File: config.mk
export PLATFORM = sky130hd
export DESIGN_NAME = result_collect_flat
export DESIGN_NICKNAME = d
export VERILOG_FILES = /design/src/rtl/result_collect_pkg.sv /design/src/rtl/result_collect_if.sv /design/src/rtl/result_collect_rc_fifo.sv /design/src/rtl/result_collect.sv /design/src/flat_wrapper.sv
export SDC_FILE = /design/constraint.sdc
export NUM_CORES = 1
export LEC_CHECK = 0
export CELL_PAD_IN_SITES_DETAIL_PLACEMENT = 0
export CELL_PAD_IN_SITES_GLOBAL_PLACEMENT = 2
export CORE_MARGIN = 2
export CORE_UTILIZATION = 30
export DETAILED_ROUTE_END_ITERATION = 10
export HOLD_SLACK_MARGIN = 0.02
export PLACE_DENSITY_LB_ADDON = 0.1
export SLEW_MARGIN = 20
export SYNTH_ARGS = -nofsm -noshare
export SYNTH_HDL_FRONTEND = slang
export SYNTH_HIERARCHICAL = 1
export SYNTH_SLANG_ARGS = --single-unit
File: constraint.sdc
create_clock -name clk -period 28.6 [get_ports clk]
set_input_delay 5.72 -clock clk [delete_from_list [all_inputs] [get_ports clk]]
set_output_delay 5.72 -clock clk [all_outputs]
set_load 0.02 [all_outputs]
File: src/rtl/result_collect_pkg.sv
// Shared types for the result collector: lane widths, lane index and the packed
// 4-lane word group that forms one FIFO entry.
package result_collect_pkg;

    localparam int unsigned DW    = 8;
    localparam int unsigned BYTES = 4;
    localparam int unsigned WW    = DW * BYTES;
    localparam int unsigned LANES = 4;
    localparam int unsigned BCW   = $clog2(BYTES);

    typedef enum logic [1:0] {LaneA, LaneB, LaneC, LaneD} lane_e;

    typedef logic [BYTES-1:0][DW-1:0] word_t;
    typedef word_t [LANES-1:0]        word_grp_t;

endpackage

File: src/rtl/result_collect_if.sv
// Lane-byte input side and packed-word readout side of the result collector.
interface result_collect_if;
    import result_collect_pkg::*;

    logic          en_in;
    logic          clr;
    logic [DW-1:0] dinA;
    logic [DW-1:0] dinB;
    logic [DW-1:0] dinC;
    logic [DW-1:0] dinD;
    logic          in_ready;
    logic [BCW-1:0] byte_cnt;
    logic          out_valid;
    logic          out_ready;
    logic [WW-1:0] doutA;
    logic [WW-1:0] doutB;
    logic [WW-1:0] doutC;
    logic [WW-1:0] doutD;
    logic          overflow;

    modport master (
        output en_in, clr, dinA, dinB, dinC, dinD, out_ready,
        input  in_ready, byte_cnt, out_valid, doutA, doutB, doutC, doutD, overflow
    );

    modport slave (
        input  en_in, clr, dinA, dinB, dinC, dinD, out_ready,
        output in_ready, byte_cnt, out_valid, doutA, doutB, doutC, doutD, overflow
    );

endinterface

File: src/rtl/result_collect_rc_fifo.sv
// Synchronous FIFO with a registered head; the head keeps the last popped entry
// while the FIFO is empty.
module rc_fifo #(
    parameter  int unsigned Width = 128,
    parameter  int unsigned Depth = 2,
    localparam int unsigned PtrW  = $clog2(Depth),
    localparam int unsigned CntW  = $clog2(Depth) + 1
) (
    input  logic             clk,
    input  logic             rst,
    input  logic             push,
    input  logic [Width-1:0] din,
    input  logic             pop,
    output logic             full,
    output logic             empty,
    output logic [CntW-1:0]  count,
    output logic [Width-1:0] head
);

    logic [Width-1:0] mem_q [Depth];
    logic [PtrW-1:0]  wr_ptr_q, wr_ptr_d;
    logic [PtrW-1:0]  rd_ptr_q, rd_ptr_d;
    logic [CntW-1:0]  count_q, count_d;
    logic [Width-1:0] head_q, head_d;
    logic             do_push, do_pop;

    function automatic logic [PtrW-1:0] ptr_inc(input logic [PtrW-1:0] p);
        return (p == PtrW'(Depth - 1)) ? '0 : p + 1'b1;
    endfunction

    assign full    = (count_q == CntW'(Depth));
    assign empty   = (count_q == '0);
    assign do_push = push && !full;
    assign do_pop  = pop && !empty;

    always_comb begin
        wr_ptr_d = do_push ? ptr_inc(wr_ptr_q) : wr_ptr_q;
        rd_ptr_d = do_pop ? ptr_inc(rd_ptr_q) : rd_ptr_q;
        count_d  = count_q + CntW'(do_push) - CntW'(do_pop);
        head_d   = head_q;
        // The slot the next head comes from may be the one being written this edge.
        if (count_d != '0) begin
            head_d = (do_push && (wr_ptr_q == rd_ptr_d)) ? din : mem_q[rd_ptr_d];
        end
    end

    always_ff @(posedge clk or posedge rst) begin
        if (rst) begin
            wr_ptr_q <= '0;
            rd_ptr_q <= '0;
            count_q  <= '0;
            head_q   <= '0;
            for (int i = 0; i < int'(Depth); i++) begin
                mem_q[i] <= '0;
            end
        end else begin
            wr_ptr_q <= wr_ptr_d;
            rd_ptr_q <= rd_ptr_d;
            count_q  <= count_d;
            head_q   <= head_d;
            if (do_push) begin
                mem_q[wr_ptr_q] <= din;
            end
        end
    end

    assign count = count_q;
    assign head  = head_q;

endmodule

File: src/rtl/result_collect.sv
// Packs four consecutive lane bytes LSB-first into 32-bit words on four lanes and
// queues completed word groups for a valid/ready readout.
module result_collect
    import result_collect_pkg::*;
#(
    parameter int unsigned DEPTH = 2
) (
    input logic              clk,
    input logic              rst,
    result_collect_if.slave  bus
);

    localparam int unsigned CntW = $clog2(DEPTH) + 1;

    word_grp_t                  asm_q, asm_d, merged, head;
    logic [LANES-1:0][DW-1:0]   lane_din;
    logic [BCW-1:0]             byte_cnt_q, byte_cnt_d;
    logic                       overflow_q, overflow_d;
    logic                       accept, push, pop, full, empty;
    logic [CntW-1:0]            fifo_count;
    logic [$bits(word_grp_t)-1:0] head_raw;

    assign lane_din = {bus.dinD, bus.dinC, bus.dinB, bus.dinA};

    // full is purely registered, so a same-cycle pop never rescues a beat.
    assign accept = bus.en_in && !full && !bus.clr;
    assign push   = accept && (byte_cnt_q == BCW'(BYTES - 1));
    assign pop    = !empty && bus.out_ready;

    always_comb begin
        merged = asm_q;
        for (int l = 0; l < int'(LANES); l++) begin
            merged[l][byte_cnt_q] = lane_din[l];
        end
    end

    always_comb begin
        asm_d      = asm_q;
        byte_cnt_d = byte_cnt_q;
        overflow_d = overflow_q | (bus.en_in && full && !bus.clr);
        if (bus.clr) begin
            asm_d      = '0;
            byte_cnt_d = '0;
        end else if (accept) begin
            if (push) begin
                asm_d      = '0;
                byte_cnt_d = '0;
            end else begin
                asm_d      = merged;
                byte_cnt_d = byte_cnt_q + 1'b1;
            end
        end
    end

    always_ff @(posedge clk or posedge rst) begin
        if (rst) begin
            asm_q      <= '0;
            byte_cnt_q <= '0;
            overflow_q <= 1'b0;
        end else begin
            asm_q      <= asm_d;
            byte_cnt_q <= byte_cnt_d;
            overflow_q <= overflow_d;
        end
    end

    rc_fifo #(
        .Width ($bits(word_grp_t)),
        .Depth (DEPTH)
    ) u_fifo (
        .clk   (clk),
        .rst   (rst),
        .push  (push),
        .din   (merged),
        .pop   (pop),
        .full  (full),
        .empty (empty),
        .count (fifo_count),
        .head  (head_raw)
    );

    assign head = head_raw;

    assert property (@(posedge clk) disable iff (rst) fifo_count <= CntW'(DEPTH));

    assign bus.in_ready  = !full;
    assign bus.out_valid = !empty;
    assign bus.byte_cnt  = byte_cnt_q;
    assign bus.overflow  = overflow_q;
    assign bus.doutA     = head[LaneA];
    assign bus.doutB     = head[LaneB];
    assign bus.doutC     = head[LaneC];
    assign bus.doutD     = head[LaneD];

endmodule

File: src/flat_wrapper.sv
// flat-port wrapper written by rule: the top's interface ports become plain ports
module result_collect_flat import result_collect_pkg::*;
#(
    parameter int unsigned DEPTH = 2
)
  (clk, rst, bus_en_in, bus_clr, bus_dinA, bus_dinB, bus_dinC, bus_dinD, bus_out_ready, bus_in_ready, bus_byte_cnt, bus_out_valid, bus_doutA, bus_doutB, bus_doutC, bus_doutD, bus_overflow);
  result_collect_if bus_i ();
  input logic clk;
  input logic rst;
  input wire logic [$bits(bus_i.en_in)-1:0] bus_en_in;
  input wire logic [$bits(bus_i.clr)-1:0] bus_clr;
  input wire logic [$bits(bus_i.dinA)-1:0] bus_dinA;
  input wire logic [$bits(bus_i.dinB)-1:0] bus_dinB;
  input wire logic [$bits(bus_i.dinC)-1:0] bus_dinC;
  input wire logic [$bits(bus_i.dinD)-1:0] bus_dinD;
  input wire logic [$bits(bus_i.out_ready)-1:0] bus_out_ready;
  output wire logic [$bits(bus_i.in_ready)-1:0] bus_in_ready;
  output wire logic [$bits(bus_i.byte_cnt)-1:0] bus_byte_cnt;
  output wire logic [$bits(bus_i.out_valid)-1:0] bus_out_valid;
  output wire logic [$bits(bus_i.doutA)-1:0] bus_doutA;
  output wire logic [$bits(bus_i.doutB)-1:0] bus_doutB;
  output wire logic [$bits(bus_i.doutC)-1:0] bus_doutC;
  output wire logic [$bits(bus_i.doutD)-1:0] bus_doutD;
  output wire logic [$bits(bus_i.overflow)-1:0] bus_overflow;
  assign bus_i.en_in = bus_en_in;
  assign bus_i.clr = bus_clr;
  assign bus_i.dinA = bus_dinA;
  assign bus_i.dinB = bus_dinB;
  assign bus_i.dinC = bus_dinC;
  assign bus_i.dinD = bus_dinD;
  assign bus_i.out_ready = bus_out_ready;
  assign bus_in_ready = bus_i.in_ready;
  assign bus_byte_cnt = bus_i.byte_cnt;
  assign bus_out_valid = bus_i.out_valid;
  assign bus_doutA = bus_i.doutA;
  assign bus_doutB = bus_i.doutB;
  assign bus_doutC = bus_i.doutC;
  assign bus_doutD = bus_i.doutD;
  assign bus_overflow = bus_i.overflow;
  result_collect #(.DEPTH(DEPTH)) u_core (.clk(clk), .rst(rst), .bus(bus_i));
endmodule
* Word-level counts from Yosys, hierarchy flattened
Index checks and enable logic that the tools add are counted.
Cells by class: add/subtract/negate cells 5, magnitude comparators 5, equality and inequality tests 3, multiplexer cells 22, bitwise logic cells 3, reductions and logical operators 17
Operators by type and width (number):
- $mux W128 | 8
- $bwmux W256 | 1
- $bwmux W32 | 4
- $demux W128 S1 | 1
- $demux W8 S2 | 1
- $logic_and A1 B1 Y1 | 11
- $mux W8 | 1
- $mux W2 | 3
- $eq A2 B2 Y1 const B | 2
- $ge A2 B2 Y1 const B | 2
- $not A1 Y2 | 2
- $reduce_bool A2 Y1 | 2
- $logic_not A1 Y1 | 3
- $lt A2 B3 Y1 const B | 1
- $mux W1 | 3
- $add A1 B1 Y1 const B | 2
- $add A2 B1 Y2 | 1
- $add A2 B1 Y2 const B | 1
- $ge A2 B1 Y1 const B | 1
- $logic_not A2 Y1 | 1
- $lt A2 B1 Y1 const B | 1
- $sub A2 B1 Y2 | 1
- $eq A1 B1 Y1 | 1
- $or A1 B1 Y1 | 1
Word-level totals: register bits 519, input bits 37, output and inout bits 133, word-level logic and storage cells 79

* Depth between registers and ports, before layout
Gate-level depths: netlist of the first run.
word-level depth 10, mapped depth 14, depth with buffers taken out 12

* Hierarchy
The synthesis of the first run kept the hierarchy.
By module, submodules not included:
- rc_fifo | instances 1, cells each 1461, area an instance 17365.4 µm², seq. area each 9709.3 µm²
- result_collect | instances 1, cells each 462, area an instance 6740.2 µm², seq. area each 3278.1 µm²

* Least setup slack after synthesis of the first run
Ideal clock, no wire load.
kind input port to flip-flop, from input bus_clr, to register u_core.u_fifo.head_q[100] (netlist: u_core/u_fifo/head[100]), library setup time 133 ps, arrival 7876 ps, required time 28467 ps, path slack 20591 ps, cell stages on the path 12, buffers on the path 3, path through buf_4 > nor3b_1 > nand2_1 > ha_1 > inv_1 > ha_1 > xor3_2 > buf_4 > clkbuf_1 > or3_1 > o41ai_1 > a31oi_1
On the way: cells in the longest elaborated chain, start to end 7, elaborated cells between the ends (all ways) 9, those cells by class add/sub: 2; mux: 1; reduce/logical: 6
RTL lines:
- from (decl) | RTL line flat_wrapper.sv:11 | input wire logic [$bits(bus_i.clr)-1:0] bus_clr;
- $logic_not A1 Y1 (*) | RTL line result_collect.sv:26 | assign accept = bus.en_in && !full && !bus.clr;
- $logic_and A1 B1 Y1 (*) | RTL line result_collect.sv:26
- $logic_and A1 B1 Y1 (*) | RTL line result_collect.sv:27 | assign push = accept && (byte_cnt_q == BCW'(BYTES - 1));
- named net u_core.push | RTL line result_collect.sv:19 | logic accept, push, pop, full, empty;
- $logic_and A1 B1 Y1 (*) | RTL line result_collect_rc_fifo.sv:33 | assign do_push = push && !full;
- $add A2 B1 Y2 | RTL line result_collect_rc_fifo.sv:39 | count_d = count_q + CntW'(do_push) - CntW'(do_pop);
- $sub A2 B1 Y2 | RTL line result_collect_rc_fifo.sv:39
- $reduce_bool A2 Y1 | RTL line result_collect_rc_fifo.sv:42 | if (count_d != '0) begin
- to (signal assigned) | RTL line result_collect_rc_fifo.sv:52 | head_q <= '0;
- to (signal assigned) | RTL line result_collect_rc_fifo.sv:60 | head_q <= head_d;
- to (decl) | RTL line result_collect_rc_fifo.sv:24 | logic [Width-1:0] head_q, head_d;
The timed path passes the listed nets; every way through them passes the cells marked *. A chain may end at the register's enable or synchronous reset.

* Final worst setup path of the first run
from input bus_clr, to register u_core.u_fifo.head_q[18] (netlist: u_core/u_fifo/head[18])
Same word-level chain as after synthesis.

==> impl_metrics.ini, run 1 <==
[sta]
hold_viol_final = 0
tightest_slew_ns = 1.10
relSlewSlack_pct = 26.7
final.setup.tns_ns = 0
setup_slack_ns = 17.96
fmax_mhz = 94.0
fin_skew_ns = 0.0107
rsz0062_at_grt = no
drv_slew = 0
period_needed_ns = 10.64
setup_viol = 0
period_share_pct = 37.2
hold_ws_ns = 0.476

[synth]
synth_cell_types = 38
synth_top_cell_by_area = dfrtp_1
ys_ff_latch = 519
netlist.area_leader.share_pct = 53.9
synthArstFlopShare_pct = 100
avgSynthCellArea_sq_um = 12.5
synth-seq-area-share_pct = 53.9
ys_top_cells_by_area = dfrtp_1, mux2_2, mux2_4
netlist_top_cells_count = dfrtp_1, mux2_2, nand2_1
synth_most_common_cell = dfrtp_1
synth_edf_count = 0
syn-num-nets = 1968
synth_flop_cell = dfrtp_1
synthCells = 1923
netlist_area_sq_um = 24100
ys_warn_count = 6

[detailed_routing]
first_pass_iters = 4
antenna_left = 0
via_count = 17100
avgViaCountPerCell = 5.55
drc = 0
routed_wl_mm = 84.0
drt_iter0_drc = 1240
post_drt_wl_per_cell_microns = 27.2

[hold_path]
whs_path_depth = 1
holdPathEnd = u_core/asm_q[120]
min_path_type = reg -> reg
worstHoldStart = u_core/asm_q[120]

[grt]
grtUsageMet3_pct = 3.01
antenna_found_initial = 5
grt_first_pass_wirelength_mm = 126
grt_max_degree = 130
globalRouteMet1Util_pct = 29.8
grt_busiest_layer = met2
first_global_vias = 18200
met2_usage_pct = 31.4
grtUsageTotal_pct = 20.3
overflow = 0

[cells_and_area]
fin_nets = 2029
drive_gt1_share_pct = 26.2
design_area_sq_um = 28400
area_growth_pct = 17.6

[worst_setup_path]
path_common_cell = buf_4
cp.required_ns = 29.13
rrSetupSlack_ns = 22.78
reg2reg_from = u_core/u_fifo/count[0]
start_kind = input pin
r2r-end = u_core/u_fifo/head[18]
crit_chain = clkdlybuf4s50_1, nor3b_1, nand2_1, ha_1, inv_1, ha_4, xor3_4, nor2_4, buf_4, buf_4, a21oi_1, a31oi_1
endpoint_kind = register
crit_path_top_delay_cell = nor3b_1
max_stage_delay_ns = 0.92
crit_path_max_fanout = 80
r2r_cells = 14
startpoint = bus_clr
critPathArrivalTime_ns = 11.17
crit_type = in -> reg

[placement]
place_hpwl_mm = 42.8
gp_congestion = 0.690
place_area_sq_um = 26400
pre_cts_ws_ns = 17.39
portBuffers = 169

[cts]
cts_tree = yes
clock-sinks = 519
cts.reportedPaths.clkPinSlew_ns = 0.06
cts_buffers = 60
ctsResizeCount = 0
root_buffer = clkbuf_16
insertion_delay_ns = 0.62
postCtsSetupRepairBufs = 0
htree_levels = 2
cts_hold_buf = 0
cts_buffer_depth = 3

[pwr]
peakVddDrop_mv = 0.223
finalPower_mw = 3.27
p_per_area_nw_per_um2 = 115
p_leak_nw = 12.6

[die]
die_h_microns = 287
io_pins = 170
die_area_sq_um = 82600
start_util_pct = 30.4
die_x_microns = 287
rows = 103
coreArea_sq_um = 79300

[job]
cap_viol_max_count = 0

[status]
status = complete, no violations
==> placed cells by master (no fill, tap or decap), types with 32 or more instances in the layout <==
cell / synthesis / layout
a21oi_1: 128 / 128
a31oi_1: 128 / 128
a32o_1: 97 / 97
buf_4: 20 / 32
clkbuf_16: 0 / 61
clkdlybuf4s50_1: 0 / 169
dfrtp_1: 519 / 519
mux2_2: 304 / 304
mux2_4: 80 / 80
nand2_1: 131 / 131
o41ai_1: 128 / 128
or3_1: 128 / 128
==> power by group <==
group	leakage (nW)	total, mW	internal (mW)	switching, mW
combinational	4.52	1.58	0.541	1.03
clock	0.949	0.762	0.448	0.315
sequential	7.10	0.930	0.850	0.0799
total	12.6	3.27	1.84	1.43
==> kinds of logic (layout without fill, tap and decap cells) <==
group / after synthesis / after routing / share of synthesized area [%]
AOI/OAI and AO/OA: 489 / 489 / 15.0
xor gates and xnor gates: 5 / 5 / 0.306
adders and majority gates: 8 / 8 / 0.415
buffers and inverters: 216 / 321 / 4.73
DFF: 519 / 519 / 53.9
muxes: 385 / 385 / 19.2
other: 0 / 4 / 0
and+or+nand+nor: 301 / 301 / 6.44
==> worst max-delay path, delay by kind of cell <==
family,cells,cell delay [ns]
buffers and inverters,4,2.40
XOR/XNOR,1,0.51
AO/OA/AOI/OAI,2,0.31
adder cells (fa/ha/maj),2,0.52
AND/OR/NAND/NOR,3,1.60
==> state kept, by name, summed over array words and instances, names as in the netlist <==
signal,cells
u_core/u_fifo/mem_q,256
u_core/asm_q,128
u_core/u_fifo/head,128
u_core/bus.byte_cnt,2
u_core/u_fifo/count,2
u_core/bus.overflow,1
u_core/u_fifo/rd_ptr_q,1
u_core/u_fifo/wr_ptr_q,1
==> stage by stage <==
stage | cells | util [%]
3_5_place_dp | 2971 | 33.3
4_1_cts | 3077 | 35.7
2_1_floorplan | 1923 | -
6_report | 3082 | 35.8
3_3_place_gp | 2971 | 33.3
5_1_grt | 3078 | 35.8
==> worst max path at each step <==
stage	end	slack (ns)	cells past startpoint
after CTS	u_core/u_fifo/head[48]	18.07	12
after global routing	u_core/u_fifo/head[21]	17.64	12
final	u_core/u_fifo/head[18]	17.96	12
after detailed placement	u_core/u_fifo/head[38]	17.39	12
after floorplan	u_core/u_fifo/count[0]	12.10	1
after global placement	u_core/u_fifo/head[20]	17.52	12
==> routing by layer <==
| metal | part of all wire (%) | routed length (microns) |
|---|---|---|
| met1 | 48 | 40400 |
| met2 | 45 | 38000 |
| met3 | 4.7 | 3970 |
| met4 | 2.0 | 1650 |
| met5 | 0.026 | 22 |
==> final cells by class <==
| type | count | area, sq um |
|---|---|---|
| fillers | 7693 | 50900 |
| clock buffers | 96 | 1820 |
| repair buffers | 204 | 1990 |
| flip-flops and latches | 519 | 13000 |
| multi-input cells | 1188 | 10100 |
| well taps | 1050 | 1310 |
| inverters | 11 | 58.8 |
| diodes | 4 | 10.0 |
| clock inverters | 10 | 104 |
No activity file was read; power rests on OpenSTA's default activity.
==> run 2, diff against run 1 <==
==> constraint.sdc (replaced) <==
create_clock -name clk -period 9.1 [get_ports clk]
set_input_delay 1.82 -clock clk [delete_from_list [all_inputs] [get_ports clk]]
set_output_delay 1.82 -clock clk [all_outputs]
set_load 0.02 [all_outputs]
==> impl_metrics.ini, run 2 (synthesis results as in run 1) <==
[status]
status = complete, no violations

[worst_setup_path]
r2r-end = u_core/u_fifo/head[71]
reg2reg_from = u_core/u_fifo/count[0]
endpoint_kind = register
crit_chain = clkdlybuf4s50_1, nor3b_2, nand2_1, ha_1, inv_1, ha_4, nor2_4, buf_4, buf_6, o41ai_1, a31oi_1
cpLargestDelayFamily = buffers and inverters
worst-path-buf-inv = 4
cp.required_ns = 9.63
crit_path_max_fanout = 94
crit_path_top_delay_cell = buf_4
max_stage_delay_ns = 0.82
crit_type = in -> reg
startpoint = bus_clr
start_kind = input pin
rrSetupSlack_ns = 4.08
critPathArrivalTime_ns = 6.44
r2r_cells = 13

[die]
io_pins = 170
coreArea_sq_um = 79300
die_x_microns = 287
die_h_microns = 287
die_area_sq_um = 82600
start_util_pct = 30.4
rows = 103

[sta]
final.setup.tns_ns = 0
drv_slew = 0
period_needed_ns = 5.90
setup_viol = 0
tightest_slew_ns = 1.16
hold_ws_ns = 0.478
rsz0062_at_grt = no
fmax_mhz = 169
period_share_pct = 64.9
hold_viol_final = 0
relSlewSlack_pct = 22.8
fin_skew_ns = 0.0164

[cells_and_area]
fin_nets = 2032
top_register = u_core/u_fifo/mem_q
layout_commonest_cell = dfrtp_1
fill_cells = 7733
final_cell_mix = dfrtp_1, mux2_2, clkdlybuf4s50_1
largest_reg_flops = 256
drive_gt1_share_pct = 26.2
area_growth_pct = 17.4
finish.utilization_pct = 35.7
antenna_cells = 0

[cts]
cts_buffer_depth = 3
clock-sinks = 519
cts.reportedPaths.clkPinSlew_ns = 0.06
root_buffer = clkbuf_16
cts_hold_buf = 0
ctsResizeCount = 0
cts_buffers = 61
cts_tree = yes
htree_levels = 2
postCtsSetupRepairBufs = 0
insertion_delay_ns = 0.63

[placement]
gp_congestion = 0.695
place_hpwl_mm = 42.6
portBuffers = 169

[grt]
grt_max_degree = 148
antenna_found_initial = 2
grt_first_pass_wirelength_mm = 124
first_global_vias = 18300
grtUsageTotal_pct = 19.9
overflow = 0

[job]
cap_viol_max_count = 0

[detailed_routing]
antenna_left = 0
via_count = 17200
avgViaCountPerCell = 5.59
routed_wl_mm = 82.8
first_pass_iters = 7
post_drt_wl_per_cell_microns = 26.9
drc = 0
drt_iter0_drc = 1100

[hold_path]
min_path_type = reg -> reg
whs_path_depth = 1
worstHoldStart = u_core/asm_q[62]
holdPathEnd = u_core/asm_q[62]

[pwr]
combPwrFrac_pct = 48.3
switchingPower_mw = 4.47
p_leak_nw = 12.5
finalPower_mw = 10.2
clock_power_share_pct = 23.0
internal_power_mw = 5.74
swShare_pct = 43.8
p_seq_share_pct = 28.7
peakVddDrop_mv = 0.340
p_per_area_nw_per_um2 = 361
-- run 2: worst reg2reg max path, delay by kind of cell, from the launching register on --
kind	cells	cell delay, ns
adders and majority gates	2	0.83
buffers and inverters	4	1.75
and+or+nand+nor	5	1.46
DFF	1	0.47
AOI/OAI and AO/OA	2	0.43
-- run 2: worst max path at each step --
| stage | to | slack [ns] | cells past startpoint |
|---|---|---|---|
| final | u_core/u_fifo/head[71] | 3.20 | 11 |
| after detailed placement | u_core/u_fifo/head[34] | 1.94 | 11 |
| after floorplan | u_core/u_fifo/count[0] | 2.06 | 1 |
| after global placement | u_core/u_fifo/head[80] | 2.04 | 11 |
| after global routing | u_core/u_fifo/head[80] | 2.91 | 11 |
| after CTS | u_core/u_fifo/head[35] | 2.58 | 11 |
-- run 2: final cells by class --
class / count / area (sq um) / share of cell area [%]
flip-flops and latches: 519 / 13000 / 45.9
multi-input cells: 1188 / 10100 / 35.6
repair buffers: 206 / 1990 / 7.01
clock buffers: 99 / 1850 / 6.54
well taps: 1050 / 1310 / 4.64
inverters: 11 / 57.6 / 0.203
clock inverters: 7 / 38.8 / 0.137
-- run 2: per-layer routing --
metal,track usage [%],share of wire [%]
met2,31.8,46
met4,5.53,2.3
met3,3.19,4.8
met1,27.9,47
met5,0,0.0097
-- run 2: through the flow --
stage / worst slack, ns / area (sq um) / cells
after CTS: 2.58 / 28300 / 3080
after floorplan: 2.06 / 24100 / 1923
final: 3.20 / 28300 / 3080
after detailed placement: 1.94 / 26400 / 2974
after global placement: 2.04 / 26400 / 2974
after global routing: 2.91 / 28300 / 3080
-- run 2: power groups by stage --
stage               logic, mW  registers (mW)  clock network [mW]
floorplan                3.06            3.09                   0
global placement         4.89            2.98                   0
detailed placement       4.91            2.98                   0
CTS                      4.94            2.94                2.44
global route             5.30            2.97                2.53
finish                   4.93            2.93                2.35
==> run 3, diff against run 2 <==
==> constraint.sdc (replaced) <==
create_clock -name clk -period 5.5 [get_ports clk]
set_input_delay 1.1 -clock clk [delete_from_list [all_inputs] [get_ports clk]]
set_output_delay 1.1 -clock clk [all_outputs]
set_load 0.02 [all_outputs]
==> impl_metrics.ini, run 3 (synthesis results as in run 1) <==
[cells_and_area]
fill_cells = 7669
fin_nets = 2041
layout_commonest_cell = dfrtp_1
drive_gt1_share_pct = 26.5
largest_reg_flops = 256
area_growth_pct = 19.0
final_cell_mix = dfrtp_1, mux2_2, clkdlybuf4s50_1
top_register = u_core/u_fifo/mem_q

[sta]
tightest_slew_ns = 1.13
rsz0062_at_grt = no
hold_ws_ns = 0.478
fin_skew_ns = 0.0176
setup_slack_ns = 1.12
relSlewSlack_pct = 24.5
hold_viol_final = 0
period_needed_ns = 4.38
period_share_pct = 79.6
final.setup.tns_ns = 0
fmax_mhz = 228
setup_viol = 0
drv_slew = 0

[placement]
gp_congestion = 0.701
pre_cts_ws_ns = 0.498
portBuffers = 169
place_hpwl_mm = 42.2

[cts]
cts_hold_buf = 0
clock-sinks = 519
cts.reportedPaths.clkPinSlew_ns = 0.06
ctsResizeCount = 0
root_buffer = clkbuf_16
postCtsSetupRepairBufs = 0
cts_buffer_depth = 3
cts_buffers = 61
insertion_delay_ns = 0.63
htree_levels = 2
cts_tree = yes

[grt]
grt_first_pass_wirelength_mm = 126
grt_max_degree = 131
overflow = 0
grtUsageTotal_pct = 20.2
antenna_found_initial = 2
first_global_vias = 18400

[job]
cap_viol_max_count = 0

[die]
die_area_sq_um = 82600
start_util_pct = 30.4
die_h_microns = 287
io_pins = 170
coreArea_sq_um = 79300
die_x_microns = 287
rows = 103

[worst_setup_path]
r2r_cells = 14
crit_path_max_fanout = 38
critPathArrivalTime_ns = 4.92
cp.required_ns = 6.04
start_kind = register
endpoint_kind = register
crit_type = reg -> reg

[hold_path]
whs_path_depth = 1
min_path_type = reg -> reg

[detailed_routing]
avgViaCountPerCell = 5.62
drt_iter0_drc = 1064
post_drt_wl_per_cell_microns = 27.1
drc = 0
via_count = 17300
first_pass_iters = 5
routed_wl_mm = 83.6
antenna_left = 0

[pwr]
finalPower_mw = 17.4
p_leak_nw = 12.7
peakVddDrop_mv = 0.781
p_per_area_nw_per_um2 = 606

[status]
status = complete, no violations
==> run 3: layer usage <==
layer / GRT usage [%] / up-vias / wire length [microns]
met1: 28.6 / 9322 / 39100
li1: - / 7448 / -
met2: 32.4 / 470 / 39000
met5: 0 / - / 0
met3: 2.97 / 97 / 3930
met4: 4.77 / 0 / 1490
==> run 3: final timing paths <==
kind,startpoint,to,slack (ns)
setup reg to reg,u_core/u_fifo/count[0],u_core/u_fifo/head[92],1.12
max in group asynchronous,rst,u_core/u_fifo/mem_q[81],3.23
min in group asynchronous,rst,u_core/asm_q[127],1.10
hold / removal,u_core/asm_q[27],u_core/asm_q[27],0.48
setup / recovery,u_core/u_fifo/count[0],u_core/u_fifo/head[92],1.12
hold reg to reg,u_core/asm_q[27],u_core/asm_q[27],0.48
==> run 3: critical path, stage by stage (launching register included) <==
cell,delay [ns]
dfrtp_1,0.48
nand2b_1,0.28
inv_1,0.15
nand2b_1,0.18
nor3b_1,0.29
buf_4,0.23
nand2_1,0.14
ha_1,0.33
inv_1,0.09
ha_4,0.13
xor3_4,0.54
nor2_4,0.82
buf_12,0.31
o41ai_1,0.09
a31oi_1,0.20
==> run 3: area by class of cell <==
class                      instances  area [sq um]  area share [%]
antenna                            2          5.00          0.0175
clock buffer                      90          1790            6.23
clock inverter                    10           133           0.462
sequential                       519         13000            45.3
multi-input combinational       1188         10100            35.1
tap                             1050          1310            4.58
inverter                          11          57.6           0.201
timing repair buffer             215          2320            8.11
==> run 3: metrics by stage <==
step | cell area (sq um) | utilization [%] | instances
2_1_floorplan | 24100 | - | 1923
3_3_place_gp | 26800 | 33.8 | 2983
3_5_place_dp | 26800 | 33.8 | 2983
4_1_cts | 28700 | 36.2 | 3083
5_1_grt | 28700 | 36.2 | 3083
6_report | 28700 | 36.2 | 3085
==> run 3: where the power goes <==
part / internal [mW] / total (mW) / switching (mW)
combinational: 3.11 / 8.55 / 5.44
sequential: 4.42 / 4.83 / 0.408
clock: 2.35 / 4.00 / 1.65
total: 9.88 / 17.4 / 7.49
